File: src/rtl/regfile_2r1w_clr.sv
// regfile_2r1w_clr: 2-read/1-write register file with optional write bypass and bulk-clear sequencer
module regfile_2r1w_clr #(
  parameter int DATA_W = 16,
  parameter int ADDR_W = 4,
  parameter int BYPASS = 1
) (
  input  logic              clk,
  input  logic              rst_n,
  input  logic              rd_en1,
  input  logic [ADDR_W-1:0] rd_addr1,
  input  logic              rd_en2,
  input  logic [ADDR_W-1:0] rd_addr2,
  output logic [DATA_W-1:0] rd_data1,
  output logic [DATA_W-1:0] rd_data2,
  output logic              rd_valid1,
  output logic              rd_valid2,
  input  logic              wr_en,
  input  logic [ADDR_W-1:0] wr_addr,
  input  logic [DATA_W-1:0] wr_data,
  input  logic              clr_req,
  output logic              busy
);
  localparam int DEPTH = 2**ADDR_W;
  localparam bit FWD = (BYPASS != 0);
  typedef enum logic {IDLE, CLEAR} state_t;
  state_t state_q, state_d;
  logic [DATA_W-1:0] regs_q [DEPTH];
  logic [DATA_W-1:0] regs_d [DEPTH];
  logic [ADDR_W-1:0] idx_q, idx_d;
  logic [DATA_W-1:0] rd_data1_q, rd_data1_d, rd_data2_q, rd_data2_d;
  logic rd_valid1_q, rd_valid1_d, rd_valid2_q, rd_valid2_d, busy_q, busy_d;
  always_comb begin
    regs_d = regs_q;
    state_d = state_q;
    idx_d = idx_q;
    busy_d = busy_q;
    rd_data1_d = rd_data1_q;
    rd_data2_d = rd_data2_q;
    rd_valid1_d = 1'b0;
    rd_valid2_d = 1'b0;
    if (state_q == IDLE) begin
      if (wr_en) regs_d[wr_addr] = wr_data;
      if (rd_en1) begin
        rd_data1_d = (FWD && wr_en && wr_addr == rd_addr1) ? wr_data : regs_q[rd_addr1];
        rd_valid1_d = 1'b1;
      end
      if (rd_en2) begin
        rd_data2_d = (FWD && wr_en && wr_addr == rd_addr2) ? wr_data : regs_q[rd_addr2];
        rd_valid2_d = 1'b1;
      end
      if (clr_req) begin
        state_d = CLEAR;
        busy_d = 1'b1;
        idx_d = '0;
      end
    end else begin
      // one register per cycle; idx wraps to 0 naturally after the last entry
      regs_d[idx_q] = '0;
      idx_d = idx_q + 1'b1;
      state_d = (idx_q == '1) ? IDLE : CLEAR;
      busy_d = (idx_q != '1);
    end
  end
  always_ff @(posedge clk or negedge rst_n) begin
    if (!rst_n) begin
      regs_q <= '{default: '0};
      state_q <= IDLE;
      idx_q <= '0;
      busy_q <= 1'b0;
      rd_data1_q <= '0;
      rd_data2_q <= '0;
      rd_valid1_q <= 1'b0;
      rd_valid2_q <= 1'b0;
    end else begin
      regs_q <= regs_d;
      state_q <= state_d;
      idx_q <= idx_d;
      busy_q <= busy_d;
      rd_data1_q <= rd_data1_d;
      rd_data2_q <= rd_data2_d;
      rd_valid1_q <= rd_valid1_d;
      rd_valid2_q <= rd_valid2_d;
    end
  end
  assign rd_data1 = rd_data1_q;
  assign rd_data2 = rd_data2_q;
  assign rd_valid1 = rd_valid1_q;
  assign rd_valid2 = rd_valid2_q;
  assign busy = busy_q;
endmodule

File: config.mk
export PLATFORM = sky130hd
export DESIGN_NAME = regfile_2r1w_clr
export DESIGN_NICKNAME = d
export VERILOG_FILES = /design/src/rtl/regfile_2r1w_clr.sv
export SDC_FILE = /design/constraint.sdc
export NUM_CORES = 1
export LEC_CHECK = 0
export BUFFER_PORTS_ARGS = -buffer_cell sky130_fd_sc_hd__clkbuf_2
export CORE_ASPECT_RATIO = 0.9
export CORE_UTILIZATION = 56
export DETAILED_ROUTE_END_ITERATION = 6
export PLACE_DENSITY = 0.76
export SLEW_MARGIN = 10
export SYNTH_ARGS = -nofsm -noshare
export SYNTH_HDL_FRONTEND = slang
export SYNTH_SLANG_ARGS = --single-unit
File: constraint.sdc
create_clock -name clk -period 1.76 [get_ports clk]
set_clock_uncertainty 0.15 [all_clocks]
set_input_delay 0.264 -clock clk [delete_from_list [all_inputs] [get_ports clk]]
set_output_delay 0.264 -clock clk [all_outputs]
set_load 0.005 [all_outputs]
==> flow_metrics.env, run 1 <==
export IMPL_grt_start_max_net_pins=59
export IMPL_postSynthRegisterBits=296
export IMPL_clock_sink_count=296
export IMPL_critPathLaunch="state_q$_DFF_PN0_"
export IMPL_core_area_um2=27240
export IMPL_max_slew_worst_pin_slew_ns=0.5932
export IMPL_cp_end_kind="register"
export IMPL_worstSetupStartpointType="register"
export IMPL_grt_first_pass_wirelength_mm=80.79
export IMPL_fin_tns_setup_ns=-1.962
export IMPL_worst_r2r_setup_slack_ns=-0.08
export IMPL_worstHoldPathType="primary input to register"
export IMPL_dpl_cell_count=1723
export IMPL_final_cell_count_no_fill=1818
export IMPL_drt_pass1_iterations=7
export IMPL_via_to_cell_ratio=7.292
export IMPL_postSynth_topFlopCell="dfrtp_1"
export IMPL_worst_setup_path_endpoint="regs_q[92]$_DFFE_PN0P_"
export IMPL_die_height_um=160.6
export IMPL_route_detailed_wl_per_inst_um=29.79
export IMPL_post_synth_instance_area_um2=15660
export IMPL_synthesis_instances=1258
export IMPL_regToRegStartpoint="state_q$_DFF_PN0_"
export IMPL_number_of_distinct_standard_cells_referenced_by_the_synthesized_netlist=42
export IMPL_clkSlewWorstSetupHoldPaths_ns=0.06
export IMPL_worst_endpoint_arrival_ns=2.09
export IMPL_worst_r2r_endpoint="regs_q[92]$_DFFE_PN0P_"
export IMPL_cp_required_ns=2.02
export IMPL_place_detailed_hpwl_mm=32.51
export IMPL_timing_fmax_mhz=544.9
export IMPL_final_nets=1477
export IMPL_drt_total_wl_mm=54.16
export IMPL_route_detailed_drc=0
export IMPL_layout_core_utilization=0.7285
export IMPL_cts_buffers=34
export IMPL_route_antenna_remaining_nets=0
export IMPL_number_of_enable_flip_flop_cells_after_synthesis=0
export IMPL_max_cap_violations=0
export IMPL_final_min_clock_period_ns=1.835
export IMPL_syn_nets=1297
export IMPL_vias=13256
export IMPL_post_route_cells_drive_above_1_share=0.4299
export IMPL_ys_warns=0
export IMPL_clock_insertion_delay_worst_skew_ns=0.53
export IMPL_vdd_ir_drop_worst_uv=676.6
export IMPL_drv_slew=0
export IMPL_report_power_total_uw=25570
export IMPL_grt_pass1_vias=13202
export IMPL_ff2ff_path_depth=7
export IMPL_antenna_violations_before_repair=0
export IMPL_pin_count=69
export IMPL_synth_async_reset_ratio=1.000
export IMPL_die_width_um=178.3
export IMPL_setup_violations=56
export IMPL_powerDensity_nw_per_um2=1288
export IMPL_cts_tree="built"
export IMPL_overall_die_area_um2=28630
export IMPL_groute_usage_overall=0.3817
export IMPL_gp_congestion=0.9403
export IMPL_numPortBuffers=68
export IMPL_number_of_rows_created_at_floorplan=57
export IMPL_cts_htree_levels=2
export IMPL_criticalPathCategory="register to register"
export IMPL_setup_ws_ns=-0.07526
export IMPL_failed_checks="setup timing"
export IMPL_cell_types_occupying_the_most_area_after_synthesis="dfrtp_1, mux4_2, a22o_1"
export IMPL_layout_area_overhead_vs_synth_pct=26.75
export IMPL_avgSynthCellArea_um2=12.45
export IMPL_initial_utilization=0.5747
export IMPL_global_route_overflow_total=0
export IMPL_fraction_of_the_yosys_area_taken_by_sequential_cells=0.4731
export IMPL_run_status="finished, violations left"
export IMPL_synth_top_area_share=0.4731
export IMPL_timing_final_crit_share=1.043
export IMPL_hold_violations=0
export IMPL_slew_limit_headroom=0.6045
export IMPL_cts_root_buf="clkbuf_16"
export IMPL_setup_repair_after_global_routing_missed_its_margin="true"
export IMPL_clk_path_buf_depth=3
export IMPL_synth_largest_area_cell="dfrtp_1"
export IMPL_timing_critical_path_fanout_max=16
export IMPL_p_leak_uw=0.008880
export IMPL_drt_first_iter_violations=1834
## critical path, cell delays in order (launching register included)
cell and delay (ns):
dfrtp_1 0.41, and2b_1 0.25, nand3_2 0.11, buf_6 0.16, nor3_4 0.22, a21oi_4 0.06, buf_12 0.17, a22o_1 0.19
## stage by stage
stage / setup slack [ns] / hold WS (ns) / instance area [µm²]
after floorplan: -0.07375 / -0.1816 / 15840
after global placement: -0.4988 / 0.05999 / 17560
after detailed placement: -0.5063 / 0.05786 / 17560
after CTS: -0.01734 / 0.04973 / 19440
after global routing: -0.1325 / 0.07973 / 19840
final: -0.07526 / 0.08556 / 19850
## kinds of logic after synthesis
| kind of cell | after synthesis | share of synthesized area |
|---|---|---|
| and+or+nand+nor | 227 | 0.06864 |
| xor gates and xnor gates | 10 | 0.005594 |
| DFF | 296 | 0.4731 |
| buffers and inverters | 136 | 0.04291 |
| adders and majority gates | 5 | 0.003996 |
| AOI/OAI and AO/OA | 392 | 0.2012 |
| muxes | 192 | 0.2046 |
## cells in the mapped netlist, types with 3 or more instances
cell type  count
a21oi_1       18
clkbuf_1      60
buf_4          3
a211oi_2      12
nor2_1       141
nor3_1        33
a211oi_1      20
nand2b_1       6
mux2i_1       32
o21ai_0       50
nor3_4         4
xnor2_1        3
mux4_2        96
ha_1           5
dfrtp_1      296
nor2_4         4
buf_6         11
o22ai_1       32
nor2_2        14
xor2_1         7
buf_1         18
nand2_1       11
a22o_1       240
a21oi_2       13
buf_2         41
mux2_2        64
## repair_timing
item,CTS,global route
gates resized for setup,67,63
hold buffers,2,0
buffers inserted,20,9
endpoints found under the setup margin,256,268
hold endpoints to repair,301,0
cloned,1,2
pin swaps,27,16
## registers in the layout, indices dropped and copies added, names as in the netlist
| register | count |
|---|---|
| busy | 1 |
| rd_valid2 | 1 |
| rd_valid1 | 1 |
| regs_q | 256 |
| rd_data1 | 16 |
| state_q | 1 |
| idx_q | 4 |
| rd_data2 | 16 |
## routing by layer
layer | GRT usage | routed length [µm] | up-vias | part of all wire
li1 | - | - | 5214 | -
met1 | 0.5224 | 20320 | 6710 | 0.38
met2 | 0.5676 | 24310 | 1117 | 0.45
met3 | 0.1177 | 7160 | 213 | 0.13
met4 | 0.1572 | 2335 | 2 | 0.043
met5 | 0.008681 | 35 | - | 0.00065
## area by class of cell
type	instances	area (µm²)
clock buffer	50	1035
tap	354	442.9
clock inverter	11	141.4
sequential	296	7407
fill	1716	7397
inverter	2	7.507
multi-input combinational	826	8240
antenna	1	2.502
timing repair buffer	278	2570
## layout by cell type, fill, tap and decap left out, drive strengths merged, types with 6 or more instances in the layout
| master | n |
|---|---|
| a21oi | 31 |
| mux2 | 64 |
| nor2 | 159 |
| buf | 211 |
| mux4 | 96 |
| dfrtp | 296 |
| o22ai | 32 |
| nand2b | 6 |
| o21ai | 50 |
| xor2 | 7 |
| nor3 | 37 |
| nand2 | 13 |
| a22o | 240 |
| a211oi | 32 |
| clkbuf | 115 |
| mux2i | 32 |
## report_power, final
part / total (µW) / leakage [µW] / switching, µW / internal [µW]
sequential: 9740 / 0.00402 / 1420 / 8320
combinational: 8360 / 0.00429 / 4130 / 4230
clock: 7470 / 0.000570 / 2940 / 4530
## how the worst min path moves through the flow
stage / start / slack (ns) / cells after the start / endpoint
after floorplan: rst_n / -0.18 / 0 / busy$_DFFE_PN0P_
after global placement: rst_n / 0.06 / 1 / regs_q[227]$_DFFE_PN0P_
after detailed placement: rst_n / 0.06 / 1 / busy$_DFFE_PN0P_
after CTS: rd_en2 / 0.05 / 3 / rd_valid2$_DFF_PN0_
after global routing: rd_en2 / 0.08 / 3 / rd_valid2$_DFF_PN0_
final: rd_en2 / 0.09 / 3 / rd_valid2$_DFF_PN0_
(Power assumes the default switching activity.)
==> run 2, diff against run 1 <==
CORE_UTILIZATION = 40   (was 56)
PLACE_DENSITY = unset   (was 0.76)
==> flow_metrics.env, run 2 (synthesis gave the netlist of run 1 again) <==
export IMPL_run_status="finished, violations left"
export IMPL_failed_checks="setup timing"
export IMPL_layout_cells_most_common="dfrtp_1"
export IMPL_post_route_cells_drive_above_1_share=0.4529
export IMPL_number_of_rows_created_at_floorplan=68
export IMPL_critical_path_slowest_cell="dfrtp_1"
export IMPL_final_min_clock_period_ns=1.835
export IMPL_p_leak_uw=0.009095
export IMPL_worst_r2r_setup_slack_ns=-0.08
export IMPL_seqCellArea_um2=7407
export IMPL_worst_endpoint_arrival_ns=2.16
export IMPL_vias=12532
export IMPL_numPortBuffers=68
export IMPL_cts_tree="built"
export IMPL_finalInstanceArea_um2=20340
export IMPL_hold_violations=0
export IMPL_worstPathCellList="buf_6, nor2_4, nand3_4, buf_6, nor2_4, a21oi_4, clkbuf_16, a22o_1"
export IMPL_route_detailed_wl_per_inst_um=26.55
export IMPL_slew_limit_headroom=0.6266
export IMPL_core_area_um2=38460
export IMPL_timing_fmax_mhz=544.9
export IMPL_groute_usage_overall=0.2687
export IMPL_drt_first_iter_violations=1252
export IMPL_antenna_violations_before_repair=0
export IMPL_layout_area_overhead_vs_synth_pct=29.90
export IMPL_post_dp_area_um2=18070
export IMPL_drv_slew=0
export IMPL_critical_path_max_stage_delay_ns=0.41
export IMPL_regToRegStartpoint="state_q$_DFF_PN0_"
export IMPL_worstSetupStartpointType="register"
export IMPL_max_slew_worst_pin_slew_ns=0.5601
export IMPL_clkSlewWorstSetupHoldPaths_ns=0.07
export IMPL_die_width_um=210.6
export IMPL_max_cap_violations=0
export IMPL_initial_utilization=0.4071
export IMPL_clock_sink_count=296
export IMPL_grt_first_pass_wirelength_mm=80.63
export IMPL_setup_violations=65
export IMPL_worstHoldPathType="primary input to asynchronous set/reset pin"
export IMPL_route_detailed_drc=0
export IMPL_die_height_um=189.7
export IMPL_clk_path_buf_depth=3
export IMPL_via_to_cell_ratio=6.198
export IMPL_grt_start_max_net_pins=65
export IMPL_vdd_ir_drop_worst_uv=763.8
export IMPL_cts_buffers=31
export IMPL_drt_pass1_iterations=5
export IMPL_route_antenna_remaining_nets=0
export IMPL_timing_final_crit_share=1.043
export IMPL_place_detailed_hpwl_mm=33.81
export IMPL_cp_required_ns=2.09
export IMPL_setup_repair_after_global_routing_missed_its_margin="true"
export IMPL_global_route_overflow_total=0
export IMPL_drt_total_wl_mm=53.68
export IMPL_powerDensity_nw_per_um2=1226
export IMPL_grt_pass1_vias=12427
export IMPL_antenna_diode_count=0
export IMPL_cts_htree_levels=1
export IMPL_final_nets=1511
export IMPL_pin_count=69
export IMPL_setup_ws_ns=-0.07504
export IMPL_ff2ff_path_depth=8
export IMPL_largest_register="regs_q"
export IMPL_num_fill_cells=3264
export IMPL_layout_cells_most_common_list="dfrtp_1, a22o_1, buf_4, nor2_1, mux4_2"
export IMPL_clock_insertion_delay_worst_skew_ns=0.59
export IMPL_cp_end_kind="register"
export IMPL_gp_congestion=0.8456
export IMPL_cts_root_buf="clkbuf_16"
export IMPL_layout_core_utilization=0.5289
export IMPL_criticalPathCategory="register to register"
export IMPL_multi_input_area_um2=8254
export IMPL_timing_critical_path_fanout_max=8
export IMPL_worst_r2r_endpoint="regs_q[33]$_DFFE_PN0P_"
export IMPL_largest_register_ffs=256
export IMPL_overall_die_area_um2=39940
## run 2: cell count changes in the layout (fill, tap and decap cells not counted), moves of 3 or more
cell       previous run  this run
a21oi_1              16         8
nor2_2               26        31
buf_4               152       178
clkbuf_16            39        33
a21oi_2               1         8
clkinv_2              4         9
buf_12               41        48
mux2i_4              11         4
a211oi_1             20        17
mux2i_1              15        19
nor2_4               18        23
nor2_1              115       105
mux2i_2               6         9
a211oi_2             12        15
## run 2: worst max-delay path: cells and delay by family, from the launching register on
family | cells | cell delay (ns)
compound gates | 2 | 0.26
buf+inv | 3 | 0.49
flops | 1 | 0.41
simple gates | 3 | 0.40
## run 2: worst max path at each step
stage,startpoint,depth (start not counted),slack (ns),endpoint
after CTS,state_q$_DFF_PN0_,8,-0.09,regs_q[249]$_DFFE_PN0P_
after global placement,rd_addr1[3],8,-0.51,rd_data1[9]$_DFFE_PN0P_
after floorplan,rd_addr2[1],8,-0.07,rd_data2[7]$_DFFE_PN0P_
after detailed placement,rd_addr1[3],8,-0.51,rd_data1[9]$_DFFE_PN0P_
final,state_q$_DFF_PN0_,8,-0.08,regs_q[33]$_DFFE_PN0P_
after global routing,state_q$_DFF_PN0_,8,-0.12,regs_q[33]$_DFFE_PN0P_
## run 2: report_power, final
group	switching [µW]	internal, µW
sequential	1290	8320
clock	2900	3960
combinational	4060	4390
## run 2: stage by stage
| stage | cells | TNS, ns | setup WS (ns) | total power [µW] | hold WS, ns |
|---|---|---|---|---|---|
| after floorplan | 1258 | -1.406 | -0.07375 | 13490 | -0.1816 |
| after global placement | 1922 | -75.74 | -0.5059 | 16490 | 0.02137 |
| after detailed placement | 1922 | -78.92 | -0.5123 | 16660 | 0.02599 |
| after CTS | 2010 | -2.829 | -0.08696 | 24400 | 0.01116 |
| after global routing | 2022 | -7.057 | -0.1236 | 25950 | 0.04033 |
| final | 2022 | -2.696 | -0.07504 | 24930 | 0.01322 |
## run 2: cell type report
class,instances,share of cell area
inverter,2,0.0003691
timing repair buffer,315,0.1457
sequential,296,0.3642
tap,525,0.03230
clock inverter,15,0.007812
multi-input combinational,826,0.4058
clock buffer,43,0.04380
## run 2: routing by layer
layer | vias up | wire, µm | part of all wire | global-route usage
met1 | 6528 | 22930 | 0.43 | 0.3891
li1 | 5265 | - | - | -
met2 | 622 | 24000 | 0.45 | 0.4059
met5 | - | 0 | 0 | 0
met3 | 117 | 4940 | 0.092 | 0.05332
met4 | 0 | 1805 | 0.034 | 0.08445
## run 2: what timing repair did
item	4_1_cts	5_1_grt
setup buffers	24	13
pin swaps	32	21
hold endpoints to repair	304	0
hold buffers	4	0
resized for setup	82	68
cloned	2	2
setup endpoints to repair	280	269
==> run 3, diff against run 2 <==
CTS_CLUSTER_SIZE = 12   (was unset)
GPL_TIMING_DRIVEN = 0   (was unset)
==> flow_metrics.env, run 3 (synthesis gave the netlist of run 1 again) <==
export IMPL_route_antenna_remaining_nets=0
export IMPL_drt_pass1_iterations=5
export IMPL_post_route_cells_drive_above_1_share=0.4213
export IMPL_largest_register="regs_q"
export IMPL_worstSetupStartpointType="register"
export IMPL_worstHoldPathType="primary input to asynchronous set/reset pin"
export IMPL_layout_cells_most_common="dfrtp_1"
export IMPL_vdd_ir_drop_worst_uv=616.2
export IMPL_final_nets=1484
export IMPL_cp_required_ns=2.01
export IMPL_grt_start_max_net_pins=94
export IMPL_worstPathCellList="and2b_2, nand3_4, nor3_4, a21oi_4, buf_8, a22o_1"
export IMPL_run_status="finished, violations left"
export IMPL_critPathBufInv=1
export IMPL_global_route_overflow_total=0
export IMPL_overall_die_area_um2=39940
export IMPL_clk_path_buf_depth=3
export IMPL_die_width_um=210.6
export IMPL_initial_utilization=0.4071
export IMPL_pin_count=69
export IMPL_timing_final_crit_share=1.088
export IMPL_groute_usage_overall=0.2693
export IMPL_clock_sink_count=296
export IMPL_grt_first_pass_wirelength_mm=79.62
export IMPL_fin_tns_setup_ns=-15.38
export IMPL_report_power_total_uw=25350
export IMPL_worst_endpoint_arrival_ns=2.16
export IMPL_critical_path_slowest_cell="dfrtp_2"
export IMPL_failed_checks="setup timing"
export IMPL_max_slew_worst_pin_slew_ns=0.8978
export IMPL_cp_end_kind="register"
export IMPL_timing_critical_path_fanout_max=10
export IMPL_antenna_diode_count=0
export IMPL_cts_buffers=34
export IMPL_cts_htree_levels=2
export IMPL_num_fill_cells=3312
export IMPL_criticalPathCategory="register to register"
export IMPL_vias=12420
export IMPL_cts_tree="built"
export IMPL_cts_root_buf="clkbuf_16"
export IMPL_drt_total_wl_mm=54.34
export IMPL_clkSlewWorstSetupHoldPaths_ns=0.06
export IMPL_layout_area_overhead_vs_synth_pct=28.58
export IMPL_setup_ws_ns=-0.1542
export IMPL_timing_fmax_mhz=522.4
export IMPL_route_detailed_wl_per_inst_um=27.28
export IMPL_slew_limit_headroom=0.4014
export IMPL_via_to_cell_ratio=6.235
export IMPL_place_detailed_hpwl_mm=37.02
export IMPL_antenna_violations_before_repair=0
export IMPL_largest_register_ffs=256
export IMPL_drv_slew=0
export IMPL_final_min_clock_period_ns=1.914
export IMPL_numPortBuffers=44
export IMPL_core_area_um2=38460
export IMPL_gp_congestion=0.8917
export IMPL_worst_r2r_setup_slack_ns=-0.15
export IMPL_powerDensity_nw_per_um2=1259
export IMPL_number_of_rows_created_at_floorplan=68
export IMPL_p_leak_uw=0.008710
export IMPL_layout_cells_most_common_list="dfrtp_1, a22o_1, nor2_1, mux4_2, buf_4"
export IMPL_drt_first_iter_violations=1215
export IMPL_clock_insertion_delay_worst_skew_ns=0.52
export IMPL_hold_violations=0
export IMPL_grt_pass1_vias=12052
export IMPL_cpLargestDelayFamily="simple AND/OR/NAND/NOR gates"
export IMPL_critical_path_max_stage_delay_ns=0.43
export IMPL_die_height_um=189.7
export IMPL_setup_repair_after_global_routing_missed_its_margin="true"
export IMPL_route_detailed_drc=0
export IMPL_max_cap_violations=0
export IMPL_setup_violations=233
[run 3: cell count changes in the layout (fill, tap and decap cells not counted), sizes merged]
cell,change
bufinv,+3
clkinv,-6
clkinvlp,-2
buf,-59
clkbuf,+36
dlygate4sd3,-2
[run 3: repair_timing]
action / CTS / global route
setup buffers: 51 / 43
resized for setup: 204 / 116
gates cloned: 6 / 5
endpoints found under the setup margin: 292 / 452
endpoints found under the hold margin: 69 / 0
pin swaps: 42 / 46
hold buffers: 2 / 0
[run 3: metrics by stage]
step / area (µm²) / hold slack, ns / cells / util / worst slack, ns
2_1_floorplan: 15840 / -0.1816 / 1258 / - / -0.07375
3_3_place_gp: 16720 / 0.3443 / 1827 / 0.4347 / -6.164
3_5_place_dp: 16810 / 0.1422 / 1830 / 0.4371 / -0.8701
4_1_cts: 19360 / 0.1431 / 1946 / 0.5035 / -0.1173
5_1_grt: 20130 / 0.1377 / 1992 / 0.5235 / -0.1765
6_report: 20130 / 0.09385 / 1992 / 0.5235 / -0.1542
[run 3: layout make-up]
type | count | area [µm²] | share of cell area
tap | 525 | 656.9 | 0.03263
timing repair buffer | 152 | 1361 | 0.06762
clock inverter | 10 | 203.9 | 0.01013
buffer | 133 | 1017 | 0.05053
inverter | 2 | 7.507 | 0.0003729
sequential | 296 | 7411 | 0.3681
clock buffer | 48 | 984.7 | 0.04891
multi-input combinational | 826 | 8491 | 0.4217
[run 3: routing by layer]
metal / part of all wire / global-route usage / vias up
met5: 0 / 0 / -
met4: 0.029 / 0.07441 / 0
met3: 0.091 / 0.05678 / 131
met2: 0.46 / 0.4176 / 630
met1: 0.42 / 0.3828 / 6423
li1: - / - / 5236
[run 3: worst paths after layout]
check / end / start / cells past startpoint
max: regs_q[92]$_DFFE_PN0P_ / state_q$_DFF_PN0_ / 6
min: rd_valid1$_DFF_PN0_ / rst_n / 2
max reg2reg: regs_q[92]$_DFFE_PN0P_ / state_q$_DFF_PN0_ / 6
min reg2reg: regs_q[104]$_DFFE_PN0P_ / regs_q[104]$_DFFE_PN0P_ / 1
max in group asynchronous: idx_q[2]$_DFFE_PN0P_ / rst_n / 4
min in group clk: rd_data1[1]$_DFFE_PN0P_ / rd_en1 / 5
[run 3: where the power goes]
| group | internal [µW] | switching (µW) |
|---|---|---|
| Sequential | 8330 | 1190 |
| Clock | 4770 | 2920 |
| Combinational | 4020 | 4120 |
| Total | 17100 | 8220 |
[run 3: worst reg2reg max path, stage by stage, from the launching register on]
cell and delay, ns:
dfrtp_2 0.43, and2b_2 0.28, nand3_4 0.13, nor3_4 0.34
a21oi_4 0.10, buf_8 0.17, a22o_1 0.19
